File: config.mk
export PLATFORM = sky130hd
export DESIGN_NAME = seg_scan_595
export DESIGN_NICKNAME = d
export VERILOG_FILES = /design/src/rtl/seg_scan_595.sv
export SDC_FILE = /design/constraint.sdc
export NUM_CORES = 1
export LEC_CHECK = 0
export CAP_MARGIN = 20
export CELL_PAD_IN_SITES_DETAIL_PLACEMENT = 0
export CELL_PAD_IN_SITES_GLOBAL_PLACEMENT = 1
export CORE_MARGIN = 2
export CORE_UTILIZATION = 50
export CTS_CLUSTER_DIAMETER = 120
export CTS_CLUSTER_SIZE = 20
export DETAILED_ROUTE_END_ITERATION = 8
export PLACE_DENSITY = 0.9
export SETUP_SLACK_MARGIN = 0.05
export SYNTH_ARGS = -nofsm -noshare
export SYNTH_HDL_FRONTEND = slang
export SYNTH_SLANG_ARGS = --single-unit
File: constraint.sdc
create_clock -name clk -period 9.86 [get_ports clk]
set_input_delay 2.465 -clock clk [delete_from_list [all_inputs] [get_ports clk]]
set_output_delay 2.465 -clock clk [all_outputs]
set_load 0.01 [all_outputs]
File: src/rtl/seg_scan_595.sv
// Scanning driver for chained 74HC595 seven-segment boards: 16-bit frame per digit, double-buffered data.
// Optional leading-zero blanking is compiled in when SEG_SCAN_LZ_BLANK_EN is defined.
module seg_scan_595 #(
  parameter int NUM_DIGITS = 8,
  parameter int CLK_DIV    = 150
) (
  input  logic                    clk,
  input  logic                    rst,
  input  logic [4*NUM_DIGITS-1:0] dat,
  input  logic [NUM_DIGITS-1:0]   dat_en,
  input  logic [NUM_DIGITS-1:0]   dot_en,
  input  logic                    upd,
  output logic                    seg_sck,
  output logic                    seg_din,
  output logic                    seg_rck,
  output logic                    frame_done
);

  localparam int DIV_W = (CLK_DIV > 1) ? $clog2(CLK_DIV) : 1;
  localparam logic [DIV_W-1:0] DIV_MAX  = DIV_W'(CLK_DIV - 1);
  localparam logic [2:0]       LAST_IDX = 3'(NUM_DIGITS - 1);

  localparam logic [2:0] S_IDLE    = 3'd0;
  localparam logic [2:0] S_LOAD    = 3'd1;
  localparam logic [2:0] S_SHIFT   = 3'd2;
  localparam logic [2:0] S_LATCH_H = 3'd3;
  localparam logic [2:0] S_LATCH_L = 3'd4;

  logic [DIV_W-1:0]        r_div;
  logic [2:0]              r_state;
  logic [4:0]              r_bit;
  logic [2:0]              r_idx;
  logic [15:0]             r_word;
  logic                    r_pend;
  logic [4*NUM_DIGITS-1:0] r_st_dat, r_sh_dat;
  logic [NUM_DIGITS-1:0]   r_st_en, r_sh_en, r_st_dot, r_sh_dot;

  logic                    w_tick, w_copy;
  logic [4*NUM_DIGITS-1:0] w_src_dat;
  logic [NUM_DIGITS-1:0]   w_src_en, w_src_dot;
  logic [3:0]              w_code;
  logic                    w_en, w_dot, w_blk;
  logic [7:0]              w_sel;
  logic [15:0]             w_word;

  function automatic logic [6:0] seg7(input logic [3:0] c);
    case (c)
      4'h0: seg7 = 7'h3F;  4'h1: seg7 = 7'h06;  4'h2: seg7 = 7'h5B;  4'h3: seg7 = 7'h4F;
      4'h4: seg7 = 7'h66;  4'h5: seg7 = 7'h6D;  4'h6: seg7 = 7'h7D;  4'h7: seg7 = 7'h07;
      4'h8: seg7 = 7'h7F;  4'h9: seg7 = 7'h6F;  4'hA: seg7 = 7'h40;  4'hB: seg7 = 7'h7C;
      4'hC: seg7 = 7'h39;  4'hD: seg7 = 7'h5E;  4'hE: seg7 = 7'h79;  default: seg7 = 7'h71;
    endcase
  endfunction

  assign w_tick = (r_div == DIV_MAX);
  // The digit-0 word of a refreshed frame must already show the staged data.
  assign w_copy    = w_tick && (r_state == S_LOAD) && (r_idx == 3'd0) && r_pend;
  assign w_src_dat = w_copy ? r_st_dat : r_sh_dat;
  assign w_src_en  = w_copy ? r_st_en  : r_sh_en;
  assign w_src_dot = w_copy ? r_st_dot : r_sh_dot;

`ifdef SEG_SCAN_LZ_BLANK_EN
  logic [NUM_DIGITS-1:0] r_blank, w_blank_nxt;

  always_comb begin
    logic v_run;
    v_run       = 1'b1;
    w_blank_nxt = '0;
    for (int i = NUM_DIGITS - 1; i >= 1; i--) begin
      if (v_run && w_src_en[i] && (w_src_dat[4*i +: 4] == 4'h0) && !w_src_dot[i])
        w_blank_nxt[i] = 1'b1;
      else
        v_run = 1'b0;
    end
  end

  always_ff @(posedge clk or posedge rst) begin
    if (rst)
      r_blank <= '0;
    else if (w_tick && (r_state == S_LOAD) && (r_idx == 3'd0))
      r_blank <= w_blank_nxt;
  end
`endif

  always_comb begin
    w_code = 4'h0;
    w_en   = 1'b0;
    w_dot  = 1'b0;
    w_blk  = 1'b0;
    for (int i = 0; i < NUM_DIGITS; i++) begin
      if (r_idx == 3'(i)) begin
        w_code = w_src_dat[4*i +: 4];
        w_en   = w_src_en[i];
        w_dot  = w_src_dot[i];
`ifdef SEG_SCAN_LZ_BLANK_EN
        w_blk  = r_blank[i];
`endif
      end
    end
    w_sel  = (w_en && !w_blk) ? ~(8'h01 << r_idx) : 8'hFF;
    w_word = {w_dot, seg7(w_code), w_sel};
  end

  // Staging holds the most recent strobe until the next frame boundary.
  always_ff @(posedge clk) begin
    if (upd) begin
      r_st_dat <= dat;
      r_st_en  <= dat_en;
      r_st_dot <= dot_en;
    end
  end

  always_ff @(posedge clk or posedge rst) begin
    if (rst) begin
      r_div      <= '0;
      r_state    <= S_IDLE;
      r_bit      <= '0;
      r_idx      <= '0;
      r_word     <= '0;
      r_pend     <= 1'b0;
      r_sh_dat   <= '0;
      r_sh_en    <= '0;
      r_sh_dot   <= '0;
      seg_sck    <= 1'b0;
      seg_din    <= 1'b0;
      seg_rck    <= 1'b0;
      frame_done <= 1'b0;
    end else begin
      frame_done <= 1'b0;
      r_div      <= w_tick ? '0 : r_div + 1'b1;
      if (upd)
        r_pend <= 1'b1;
      if (w_tick) begin
        case (r_state)
          S_IDLE: r_state <= S_LOAD;
          S_LOAD: begin
            r_word  <= w_word;
            r_bit   <= '0;
            r_state <= S_SHIFT;
            if (w_copy) begin
              r_sh_dat <= r_st_dat;
              r_sh_en  <= r_st_en;
              r_sh_dot <= r_st_dot;
              if (!upd)
                r_pend <= 1'b0;
            end
          end
          // Data only moves on the falling half so it is settled at every rising sck.
          S_SHIFT: begin
            if (!r_bit[0]) begin
              seg_sck <= 1'b0;
              seg_din <= r_word[4'd15 - r_bit[4:1]];
            end else begin
              seg_sck <= 1'b1;
            end
            r_bit <= r_bit + 5'd1;
            if (r_bit == 5'd31)
              r_state <= S_LATCH_H;
          end
          S_LATCH_H: begin
            seg_rck <= 1'b1;
            r_state <= S_LATCH_L;
          end
          S_LATCH_L: begin
            seg_rck <= 1'b0;
            if (r_idx == LAST_IDX) begin
              r_idx      <= '0;
              frame_done <= 1'b1;
            end else begin
              r_idx <= r_idx + 3'd1;
            end
            r_state <= S_LOAD;
          end
          default: r_state <= S_IDLE;
        endcase
      end
    end
  end

endmodule

==> After elaboration in Yosys (flattened, before gate mapping) <==
Memories as Yosys holds them, arrays and structs flattened. A register that Yosys moved wholly into a read port is not among the register bits.
Cells that the tools add are included.
{ "totals": {"register_bits": 136, "mem_bits_ro": 112, "inputBits": 51, "out_inout_bits": 4, "wordCells": 99, "n_memories": 1} }
{ "op_classes": {"addsub": 4, "order_cmp": 1, "n_eq_ne": 14, "shift": 1, "mux": 45, "n_bitwise": 2, "n_reduce_logical": 15} }
{ "mem_list": {"columns": ["name", "depth", "word_bits", "read_ports", "rd_ports_with_merged_regs", "wr", "line", "text"], "rows": [
  ["(no name shown)", 16, 7, 1, 1, 0, "47", "case (c)"]
]} }
{ "ops": {"columns": ["operator", "n"], "rows": [
  ["2-to-1 mux 32 bit", 1],
  ["2-to-1 mux 4 bit", 8],
  ["2-to-1 mux 8 bit", 4],
  ["2-to-1 mux 1 bit", 26],
  ["equality test 3 bit, second input constant", 5],
  ["equality test 3 x 2 -> 1 bit, second input constant", 4],
  ["one-hot mux 3 bit (4 select lines)", 1],
  ["AND reduction 2 bit", 6],
  ["one-hot mux 5 bit (2 select lines)", 1],
  ["adder 8 x 1 -> 8 bit, second input constant", 1],
  ["equality test 8 bit, second input constant", 1],
  ["inverter 8 bit", 1],
  ["left shift 1 x 3 -> 8 bit, first input constant", 1],
  ["equality test 3 x 1 -> 1 bit, second input constant", 2],
  ["zero test 3 bit", 2],
  ["2-to-1 mux 3 bit", 2],
  ["adder 5 x 1 -> 5 bit, second input constant", 1],
  ["equality test 5 bit, second input constant", 1],
  ["less-than comparator 4 x 5 -> 1 bit, second input constant", 1],
  ["binary-select mux 1 bit (select 4 bit)", 1],
  ["nonzero test 2 bit", 2],
  ["subtractor 4 bit, first input constant", 1],
  ["adder 3 x 1 -> 3 bit, second input constant", 1],
  ["logical AND 1 bit", 3],
  ["5 further kinds", 5]
]} }

==> Longest topological paths before layout <==
{ "logic_depth": {"ltp_word": 14, "depth_mapped": 15} }

==> Least setup slack after synthesis <==
No wires, ideal clock.
{ "synth_path": {"path_type": "flip-flop to flip-flop", "startpoint": "reg r_idx[0]", "endpoint": "reg r_word[11]", "t_arrival_ns": 3.398, "required_time_ns": 9.724, "slack_ns": 6.326, "path_stages_with_launch": 16, "path_buffers": 1, "synth_period_minus_slack_ns": 3.534, "cell_sequence": "dfrtp_1 inv_1 ha_1 and4bb_1 nand4_4 buf_6 mux2_4 a32oi_1 o211ai_1 a222oi_1 inv_1 ha_1 and2_1 mux2i_1 a32oi_1 o31ai_1"} }
{ "synth_via": {"elab_chain_len": 12} }
{ "synth_rtl": {"columns": ["element", "line", "text"], "rows": [
  ["start, declared", "32", "logic [2:0] r_idx;"],
  ["start signal, assigned", "170", "r_idx <= r_idx + 3'd1;"],
  ["zero test 3 bit", "57, 91", null],
  ["logical AND 1 bit (2 in series)", "57", "assign w_copy = w_tick && (r_state == S_LOAD) && (r_idx == 3'd0) && r_pend;"],
  ["2-to-1 mux 32 bit", null, null],
  ["2-to-1 mux 4 bit (7 in series)", "91", "if (r_idx == 3'(i)) begin"],
  ["2-to-1 mux 4 bit *", "91", null],
  ["end, declared", "33", "logic [15:0] r_word;"]
]} }
Mark *: on every way between the ends. The rest lies on a longest branch, timed or not.
A chain may end at the register's enable or synchronous reset.

==> Worst setup path after layout <==
Ends and elaborated chain as after synthesis.

==> results_tabular.tex <==
\begin{tabular}{lr}
\hline
Metric & Value \\
\hline
\multicolumn{2}{l}{\textbf{Status}} \\
Result of the run & finished, final reports clean \\
\multicolumn{2}{l}{\textbf{Synthesis}} \\
Count of mapped cells out of synthesis & 465 \\
Share of the yosys chip area belonging to registers & 60.4\% \\
Yosys Warn Count & 0 \\
Synthesized netlist net count & 533 \\
Yosys cell types & 61 \\
Post-synthesis sequential element count & 136 \\
Syn\_area\_per\_cell & 13.0 um2 \\
Largest cells by area after synthesis & sky130\_fd\_sc\_hd\_\_dfrtp\_1 37\%, sky130\_fd\_sc\_hd\_\_edfxtp\_1 24\%, sky130\_fd\_sc\_hd\_\_mux2\_2 7.3\% \\
Syn Std Cell Area & 0.00603 mm2 \\
Number of enable flip-flop cells after synthesis & 48 \\
Ys flop type & sky130\_fd\_sc\_hd\_\_dfrtp\_1 \\
Yosys top cell by area & sky130\_fd\_sc\_hd\_\_dfrtp\_1 \\
Portion of synthesized cell area occupied by the leading cell type & 36.5\% \\
Ys async rst share & 64.7\% \\
\multicolumn{2}{l}{\textbf{Drt}} \\
Antenna-violating nets left & 0 \\
Wirelength per Cell & 17.5 um \\
Number of vias per cell & 5.79 \\
DR pass1 iterations & 5 \\
Total wire length after detailed routing & 11900 um \\
Number of violations reported at the end of detailed-routing iteration 0 & 327 \\
Total number of vias & 3934 \\
Final routed DRC violation total & 0 \\
\multicolumn{2}{l}{\textbf{STA}} \\
Number of hold violations in the final report & 0 \\
Number of max-slew violations in the final report & 0 \\
Fin Hold WS & 0.468 ns \\
Final period utilization & 45.6\% \\
Worst clock skew & 0.00834 ns \\
Top achievable clock speed & 222 MHz \\
Post-layout min period & 4.49 ns \\
RSZ-0062 raised after global routing & false \\
Rel. slew slack & 31.9\% \\
Setup\_tns & 0 ns \\
Setup violations, final & 0 \\
Transition time at the pin with the least slew margin & 1.02 ns \\
\multicolumn{2}{l}{\textbf{Job}} \\
Maxcap violations & 0 \\
\multicolumn{2}{l}{\textbf{Power and ir drop}} \\
Peak supply drop & 159 uV \\
Power per cell area & 180 mW/mm2 \\
Leakage component of the power & 3.35 nW \\
Total power draw & 0.00132 W \\
\multicolumn{2}{l}{\textbf{Hold path}} \\
Origin of the worst min-delay path & r\_word[10] \\
Type of the worst min-delay path & flop to flop \\
\multicolumn{2}{l}{\textbf{Die}} \\
Rows & 40 \\
Core area & 0.0119 mm2 \\
Area of the die & 0.0130 mm2 \\
Die Wd & 114 um \\
Die Y-Extent & 114 um \\
Initial cell density of the core & 50.6\% \\
I/O pin cnt & 55 \\
\multicolumn{2}{l}{\textbf{Placed design}} \\
Routability cong. & 0.840 \\
Number of input and output port buffers inserted & 54 \\
DPL Wire Length & 8000 um \\
Placed cells & 646 \\
\multicolumn{2}{l}{\textbf{Clock tree}} \\
Hold buffer count at cts & 0 \\
Sink Count & 136 \\
Number of clock buffers inserted by TritonCTS & 17 \\
Number of buffers on the longest clock path & 2 \\
\# Post-CTS Setup Buffers & 0 \\
Worst-skew pair later-pin latency & 0.42 ns \\
Count of H-tree levels built during CTS & 4 \\
Number of gates given a new drive strength after cts & 0 \\
Root buffer cell & sky130\_fd\_sc\_hd\_\_clkbuf\_16 \\
Clock transition at the registers of the reported paths & 0.06 ns \\
Clock tree from TritonCTS & yes \\
\multicolumn{2}{l}{\textbf{Critical path}} \\
Worst setup path class & flop to flop \\
Data arrival time of the critical path & 4.82 ns \\
CP Data Required Time & 10.18 ns \\
Type of element launching the critical path & flop \\
Endpoint kind of the worst setup timing path & flop \\
Highest net fanout along the worst path & 35 \\
Launching element of the worst setup path & r\_idx[0] \\
R2R Path Start & r\_idx[0] \\
\multicolumn{2}{l}{\textbf{Global routing}} \\
Via count of the first global-routing pass & 4087 \\
Initial antenna violation count & 0 \\
Overflow left after global routing & 0 \\
Total routing resource utilization after global routing & 20.5\% \\
Maximum number of pins on one net before global-route repair & 89 \\
Global-route wire length before repair & 20200 um \\
\multicolumn{2}{l}{\textbf{Cells and area}} \\
Ratio of cells with drive above 1 in the final layout & 17.6\% \\
Register Area & 0.00364 mm2 \\
Final net count & 588 \\
Final standard cell count with taps included and fillers excluded & 680 \\
Area occupied by multi-input gates & 0.00221 mm2 \\
Antenna cells & 0 \\
FILL cells & 932 \\
Layout Area Growth over Synthesis & 21.8\% \\
\hline
\end{tabular}
[cell usage in the layout, fill, tap and decap left out, drive strengths merged, types with 4 or more instances in the layout]
master,synthesis,final
a21o,5,5
mux4,5,5
ha,17,17
a22oi,4,4
dfrtp,88,88
and2,5,5
bufinv,0,4
clkbuf,17,22
xnor2,4,4
clkinv,0,7
o211ai,4,4
nand2,34,34
nand4,4,4
nor2,25,25
a21oi,8,8
inv,20,19
clkdlybuf4s50,0,53
nand3,15,15
o31ai,6,6
o22a,4,4
and3,8,8
nor3,4,4
a221o,4,4
or2,4,4
mux2i,9,9
buf,6,5
o21ai,22,22
mux2,43,43
a31oi,7,7
edfxtp,48,48
[per-stage QoR]
stage	cell area [um2]	utilization [%]	setup WS, ns
global route	7350	61.7	5.04
global placement	6670	56.0	5.59
detailed placement	6670	56.0	5.39
finish	7350	61.7	5.37
CTS	7310	61.4	5.38
floorplan	6030	-	5.12
[layer usage]
layer	GRT usage, %	vias up	part of all wire, %
met3	5.84	24	5.6
met4	8.78	0	2.4
met5	0	-	0
li1	-	1826	-
met2	33.3	144	49
met1	25.8	1940	43
[path summary, 6_finish.rpt]
path,cells past startpoint,slack [ns],endpoint
worst max-delay path,14,5.37,r_word[11]
worst min-delay path,2,0.47,r_word[10]
worst max register to register,14,5.37,r_word[11]
worst min register to register,2,0.47,r_word[10]
max in group asynchronous,4,6.76,r_word[8]
min in group asynchronous,3,2.49,r_div[3]
[synth_stat cells, drive strengths merged, types with 5 or more instances]
cell and count:
mux2i 9, ha 17, nor2 25, mux4 5, nand2 34, a21o 5, dfrtp 88, mux2 43
a21oi 8, and3 8, inv 20, and2 5, nand3 15, o21ai 22, edfxtp 48, a31oi 7
clkbuf 17, o31ai 6, buf 6
[cells by family after synthesis]
kind of cell | share of synthesized area, %
flops | 60.4
fa+ha+maj | 3.53
compound gates | 10.6
simple gates | 9.92
mux | 11.6
xor+xnor | 1.02
buf+inv | 2.95
[flip-flops by register name, indices dropped and copies added, names as in the netlist, 5 cells and up]
name      cells
r_st_dat     32
r_st_en       8
r_sh_dat     32
r_div         8
r_bit         5
r_st_dot      8
r_sh_en       8
r_word       16
r_sh_dot      8
[worst max-delay path, stage by stage, from the launching register on]
cell                       delay [ns]
sky130_fd_sc_hd__dfrtp_1         0.42
sky130_fd_sc_hd__inv_1           0.12
sky130_fd_sc_hd__ha_1            0.32
sky130_fd_sc_hd__and4bb_1        0.30
sky130_fd_sc_hd__nand4_4         0.32
sky130_fd_sc_hd__buf_4           0.41
sky130_fd_sc_hd__mux2_4          0.35
sky130_fd_sc_hd__a22oi_1         0.20
sky130_fd_sc_hd__o211ai_1        0.12
sky130_fd_sc_hd__a222oi_1        0.66
sky130_fd_sc_hd__inv_1           0.19
sky130_fd_sc_hd__ha_1            0.38
sky130_fd_sc_hd__a221oi_1        0.32
sky130_fd_sc_hd__a32oi_1         0.15
sky130_fd_sc_hd__o31ai_1         0.12
[cell type report]
| class | count | share of cell area, % |
|---|---|---|
| sequential | 136 | 49.6 |
| multi-input combinational | 286 | 30.1 |
| timing repair buffer | 59 | 8.04 |
| clock buffer | 21 | 6.40 |
| tap | 147 | 2.50 |
| clock inverter | 11 | 2.33 |
| inverter | 20 | 1.04 |
[power by group]
part	switching [W]	leakage, nW	internal (W)
logic	0.0000131	1.36	0.0000188
registers	0.00000537	1.68	0.000604
clock network	0.000235	0.311	0.000443
Note: power is estimated with default switching activity, not from simulation.
